`src/rtl/mock_pkg.sv`:
```
// mock_pkg: shared encodings and LFSR constants for the mock functional block
package mock_pkg;
  typedef enum logic [1:0] {
    MOCK_CONST = 2'd0,
    MOCK_PASS  = 2'd1,
    MOCK_SUM   = 2'd2,
    MOCK_PRED  = 2'd3
  } mock_mode_e;
  typedef enum logic {
    IDLE = 1'b0,
    BUSY = 1'b1
  } mock_state_e;
  localparam logic [7:0] LFSR_SEED = 8'hA5;
  // feedback taps for x^8+x^6+x^5+x^4+1 on a left-shifting register: stages 7,5,4,3
  localparam logic [7:0] LFSR_TAPS = 8'b1011_1000;
endpackage

```
`src/rtl/mock_lfsr.sv`:
```
// mock_lfsr: 8-bit Fibonacci LFSR that steps once per asserted adv
//   CLK  in  clock, rising edge
//   RST  in  asynchronous active-low reset, loads LFSR_SEED
//   adv  in  advance enable
//   lo   out low two bits of the current (pre-advance) state
module mock_lfsr
  import mock_pkg::*;
(
  input  logic       CLK,
  input  logic       RST,
  input  logic       adv,
  output logic [1:0] lo
);
  logic [7:0] q;
  always_ff @(posedge CLK or negedge RST)
    if (!RST) q <= LFSR_SEED;
    else if (adv) q <= {q[6:0], ^(q & LFSR_TAPS)};
  assign lo = q[1:0];
endmodule

```
`src/rtl/mock_func.sv`:
```
// mock_func: start/ready mock function (const, pass, sum or predicate result)
//   CLK  in  clock, rising edge
//   RST  in  asynchronous active-low reset
//   ST   in  start request
//   IN   in  NIN packed WIDTH-bit operands, operand k = IN[k*WIDTH +: WIDTH]
//   RD   out idle/ready, result valid while high
//   RES  out result, updated only on the completion edge
// Define MOCK_RANDLAT_EN to add 0..3 pseudo-random extra cycles per operation.
module mock_func
  import mock_pkg::*;
#(
  parameter int WIDTH     = 16,
  parameter int NIN       = 3,
  parameter int LATENCY   = 4,
  parameter int MODE      = 0,
  parameter int CONST_VAL = 2,
  parameter int SEL_IDX   = 0
) (
  input  logic                 CLK,
  input  logic                 RST,
  input  logic                 ST,
  input  logic [NIN*WIDTH-1:0] IN,
  output logic                 RD,
  output logic [WIDTH-1:0]     RES
);
  localparam int CW = $clog2(LATENCY + 4) + 1;
  // second predicate operand index, kept legal when NIN=1 so the block still elaborates
  localparam int I1 = (NIN > 1) ? 1 : 0;
  mock_state_e state, state_nxt;
  logic [CW-1:0] cnt, lat0;
  logic [NIN*WIDTH-1:0] ops;
  logic [WIDTH-1:0] sum, f;
  logic go, done;
  assign go   = (state == IDLE) && ST;
  assign done = (state == BUSY) && (cnt == '0);
`ifdef MOCK_RANDLAT_EN
  logic [1:0] extra;
  mock_lfsr u_lfsr (
    .CLK (CLK),
    .RST (RST),
    .adv (go),
    .lo  (extra)
  );
  assign lat0 = CW'(LATENCY - 1) + CW'(extra);
`else
  assign lat0 = CW'(LATENCY - 1);
`endif
  always_ff @(posedge CLK or negedge RST)
    if (!RST) state <= IDLE;
    else state <= state_nxt;
  always_comb state_nxt = go ? BUSY : done ? IDLE : state;
  always_comb RD = (state == IDLE);
  always_ff @(posedge CLK or negedge RST)
    if (!RST) begin
      cnt <= '0;
      ops <= '0;
      RES <= '0;
    end else begin
      if (go) begin
        ops <= IN;
        cnt <= lat0;
      end else if (state == BUSY && cnt != '0) cnt <= cnt - CW'(1);
      if (done) RES <= f;
    end
  always_comb begin
    sum = '0;
    for (int k = 0; k < NIN; k++) sum = sum + ops[k*WIDTH +: WIDTH];
  end
  always_comb
    f = (MODE == int'(MOCK_CONST)) ? WIDTH'(CONST_VAL) :
        (MODE == int'(MOCK_PASS))  ? ops[SEL_IDX*WIDTH +: WIDTH] :
        (MODE == int'(MOCK_SUM))   ? sum :
        WIDTH'(ops[0 +: WIDTH] > ops[I1*WIDTH +: WIDTH]);
endmodule

```
`config.mk`:
```
export PLATFORM = sky130hd
export DESIGN_NAME = mock_func
export DESIGN_NICKNAME = d
export VERILOG_FILES = /design/src/rtl/mock_pkg.sv /design/src/rtl/mock_lfsr.sv /design/src/rtl/mock_func.sv
export SDC_FILE = /design/constraint.sdc
export NUM_CORES = 1
export LEC_CHECK = 0
export BUFFER_PORTS_ARGS = -buffer_cell sky130_fd_sc_hd__buf_2
export CAP_MARGIN = 10
export CORE_ASPECT_RATIO = 0.9
export CORE_UTILIZATION = 27
export DETAILED_ROUTE_END_ITERATION = 12
export HOLD_SLACK_MARGIN = 0.08
export PLACE_DENSITY = 0.78
export SETUP_SLACK_MARGIN = 0.2
export SYNTH_ARGS = -nofsm -noshare
export SYNTH_HDL_FRONTEND = slang
export SYNTH_HIERARCHICAL = 1
export SYNTH_SLANG_ARGS = --single-unit
```
`constraint.sdc`:
```
create_clock -name CLK -period 1.45 [get_ports CLK]
set_input_delay 0 -clock CLK [delete_from_list [all_inputs] [get_ports CLK]]
set_output_delay 0 -clock CLK [all_outputs]
set_load 0.01 [all_outputs]
```
Word-level counts from Yosys, hierarchy flattened

Index checks and enable logic that the tools add are counted.

Bits in registers: 6
Input port bits: 51
Output and inout bits: 17

Add/subtract/negate cells: 1
Multiplexer cells: 4
Bitwise operators: 1
Reduce and logical (&&, ||, !) cells: 7

Operators with widths:

| operator                                         | number |
|---|---|
| two-way mux 4 bit                                | 2 |
| logical NOT 4 bit                                | 1 |
| nonzero test 2 bit                               | 2 |
| nonzero test 4 bit                               | 1 |
| subtractor 4 x 1 -> 4 bit, second input constant | 1 |
| logical AND 1 bit                                | 3 |
| two-way mux 1 bit                                | 2 |
| NOT 1 bit                                        | 1 |

Depth between registers and ports, before layout

Depth after elaboration: 4
Mapped depth: 5
Gate-level depth less buffers: 5

Worst setup path after synthesis

OpenSTA, ideal clock, no wires.

Path kind: reg-to-reg
Start: reg cnt[0]
End: reg cnt[3]
Library setup time: 0.064 ns
Arrival: 1.259 ns
Data required time: 1.386 ns
Path slack: 0.128 ns
Stages on the path, launching flop included: 6
Period minus slack after synthesis: 1.322 ns
Cell sequence: dfrtp_1 inv_1 ha_1 or4_1 o21ai_1 a22o_2

Cells in the longest elaborated chain, start to end: 3

Ends and longest elaborated chain:

| what                                                            | line            | text |
|---|---|---|
| from (decl)                                                     | mock_func.sv:30 | `logic [CW-1:0] cnt, lat0;` |
| from (signal assigned)                                          | mock_func.sv:61 | `cnt <= lat0;` |
| from (signal assigned)                                          | mock_func.sv:62 | `end else if (state == BUSY && cnt != '0) cnt <= cnt - CW'(1);` |
| subtractor 4 x 1 -> 4 bit or nonzero test 4 bit (tied branches) | mock_func.sv:62 |  |
| two-way mux 4 bit or logical AND 1 bit (tied branches)          | mock_func.sv:62 |  |
| two-way mux 4 bit or nonzero test 2 bit (tied branches)         | -               |  |

Parallel ways exist; a longest one is shown, timed or not. The select of a mux whose other input is x is not followed.
A chain may end at the register's enable or synchronous reset.

Worst setup path in the final report

Start: reg cnt[1]
End: reg cnt[3]

The elaborated chain is that of the path after synthesis.

==> qor.yml <==
status:
  status: "complete, but fails checks"
  violations: "design-rule violations"
place:
  dp_hpwl_um: 481
  placed_area_sq_um: 414
  portBuffers: 4
  place.gp.congestion: 0.810
  dpl.cell_count: 64
final_layout:
  drive_gt1_share_pct: 29.1
  area_delta_synth_final_pct: 15.2
  num_antenna_cells: 0
  post-route-cell-area_sq_um: 483
  fill_cells: 148
  fin_cells: 70
  layout.nets: 110
floorplanning:
  start_util_pct: 29.0
  pin_count: 68
  die_h_um: 39.4
  core_area_sq_um: 1450
  die_area_sq_um: 1710
  num_rows: 13
  die_w_um: 43.5
timing:
  setup-tns-final_ns: 0
  rsz0062_at_grt: "true"
  fin_crit_ns: 1.36
  drv_slew: 0
  fmaxAchievable_mhz: 733
  setup_viol: 0
  clock_skew_ns: 0.00317
  period_share_pct: 94.1
  hold_viol_final: 0
routing:
  drtIter0Drc: 5
  routed_wl_um: 651
  vias_per_cell: 4.39
  num_vias: 307
  first_pass_iters: 7
  drc: 4
  wl_per_cell_um: 9.30
  postRouteAntennaNets: 0
logic_synthesis:
  synth_common_cells: "buf_4, dfrtp_1, inv_1"
  ys_types: 19
  synth_area_sq_um: 419
  synth_seq_area_share_pct: 35.8
  async_flop_share_pct: 100
  synth_area_per_cell_sq_um: 9.31
  synthFlopType: "dfrtp_1"
  synth_warnings: 6
  synth_top_area_share_pct: 35.8
  synthTopCellsByArea: "dfrtp_1, buf_4, ha_1, o211ai_1, o21a_1"
  synth_edf_count: 0
  yosysMostFrequentCell: "buf_4"
  yosys.area.top_type: "dfrtp_1"
  syn-instance-count: 45
  ys_seq_elements: 6
critical_path:
  reg2reg_slack_ns: 0.09
  arrival_ns: 1.55
  worstSetupStartpointType: "register"
  r2r_start: "cnt[1]"
  reg2regPathDepth: 5
  rr_endpoint: "cnt[3]"
  critPathMaxFanout: 4
  endpoint_kind: "register"
  cp.required_ns: 1.64
  crit_type: "reg -> reg"
power_and_ir_drop:
  cellLeakagePower_nw: 0.238
  power_switching_uw: 351
  p_sw_share_pct: 37.7
  irDropWorstVdd_mv: 0.528
  powerDensity_nw_per_um2: 1920
  p_clk_share_pct: 16.7
  p_int_uw: 579
  pwr-share-comb_pct: 48.3
  seqPwrFrac_pct: 35.0
job:
  max_cap_viol_count: 0
global_route:
  grt_pass1_vias: 270
  grt_usage_pct: 10.0
  antenna_found_initial: 0
  grt_pass1_wl_um: 1100
  grt_max_degree: 7
  gr-total-overflow: 0
cts:
  cts_made_buffers: 3
  cts.sinks: 6
  cts_root_buffer: "clkbuf_4"
  clk_latency_ns: 0.25
  clk_pin_slew_ns: 0.05
  ctsLongestPathBuffers: 2
  htree_levels: 1
  cts_tree: "yes"
hold_path:
  min_path_type: "in -> reg"
  min_path_cells: 4
  hold_start: "ST"
  hold_path_end: "cnt[2]"
==> area by class of cell <==
| class | instances | area (sq um) | area share [%] |
|---|---|---|---|
| multi-input cells | 35 | 228 | 47.2 |
| clock buffers | 3 | 22.5 | 4.66 |
| inverters | 3 | 11.3 | 2.33 |
| well taps | 15 | 18.8 | 3.89 |
| repair buffers | 8 | 52.6 | 10.9 |
| flip-flops and latches | 6 | 150 | 31.1 |
==> placed cells by master, fill, tap and decap left out <==
master         instances
ha_4                   1
inv_2                  1
dfrtp_1                6
buf_4                  3
or2_2                  1
o211ai_1               2
o21ai_0                1
a22o_2                 1
a21oi_1                1
nor4bb_4               1
buf_2                  4
nand2_1                1
ha_1                   1
o21ai_1                1
o31ai_1                1
nand2b_1               1
nor2_1                 1
inv_1                  2
o21a_1                 2
dlygate4sd3_1          1
nor2b_1                2
clkbuf_4               3
or4_1                  1
nor2_2                 1
conb_1                15
==> per-layer routing <==
| layer | GRT usage, % | routed length [um] |
|---|---|---|
| met5 | 0 | 0 |
| met4 | 4.69 | 0 |
| met3 | 8.29 | 69 |
| met2 | 15.2 | 307 |
| met1 | 9.89 | 274 |
==> logic make-up after synthesis <==
group,count (synthesis),share of synthesized area (%)
AO/OA/AOI/OAI,9,14.9
adder cells (fa/ha/maj),2,5.97
flip-flops,6,35.8
other,1,0.895
buffers and inverters,18,29.6
AND/OR/NAND/NOR,9,12.8
==> sequential cells by signal, summed over array words and instances (netlist names) <==
signal  count
RES         1
state       1
cnt         4
==> how the worst max path moves through the flow <==
stage	slack, ns	depth (start not counted)	start	to
finish	0.09	5	cnt[1]	cnt[3]
global route	0.01	5	cnt[1]	cnt[3]
CTS	0.09	5	cnt[1]	cnt[3]
detailed placement	0.05	5	cnt[0]	cnt[1]
global placement	0.09	5	cnt[0]	cnt[1]
floorplan	0.15	5	cnt[0]	cnt[3]
==> power groups by stage <==
stage | clock network [mW] | registers, mW | logic (mW)
3_3_place_gp | 0 | 0.316 | 0.351
6_report | 0.155 | 0.325 | 0.449
2_1_floorplan | 0 | 0.318 | 0.294
5_1_grt | 0.173 | 0.334 | 0.515
3_5_place_dp | 0 | 0.322 | 0.364
4_1_cts | 0.163 | 0.323 | 0.436
==> metrics by stage <==
stage          hold slack (ns)  power [mW]  worst slack [ns]  util (%)
2_1_floorplan           -0.296       0.612             0.148         -
3_3_place_gp            -0.173       0.666            0.0902      28.6
3_5_place_dp            -0.166       0.686            0.0550      28.6
4_1_cts                 0.0872       0.922            0.0858      32.8
5_1_grt                 0.0959        1.02            0.0105      33.4
6_report                0.0841       0.930            0.0852      33.4
==> worst max-delay path, cell delays in order, from the launching register on <==
cell and delay (ns):
dfrtp_1 0.39, inv_2 0.08, ha_4 0.16, or4_1 0.39, o21ai_1 0.15, a22o_2 0.14
==> repair_timing <==
| item | 4_1_cts | 5_1_grt |
|---|---|---|
| hold buffers | 1 | 0 |
| endpoints found under the setup margin | 3 | 3 |
| gates resized for setup | 4 | 0 |
| buffers inserted | 1 | 1 |
| pin swaps | 1 | 2 |
| endpoints found under the hold margin | 6 | 0 |
| cloned | 0 | 0 |
No activity file was read; power rests on OpenSTA's default activity.
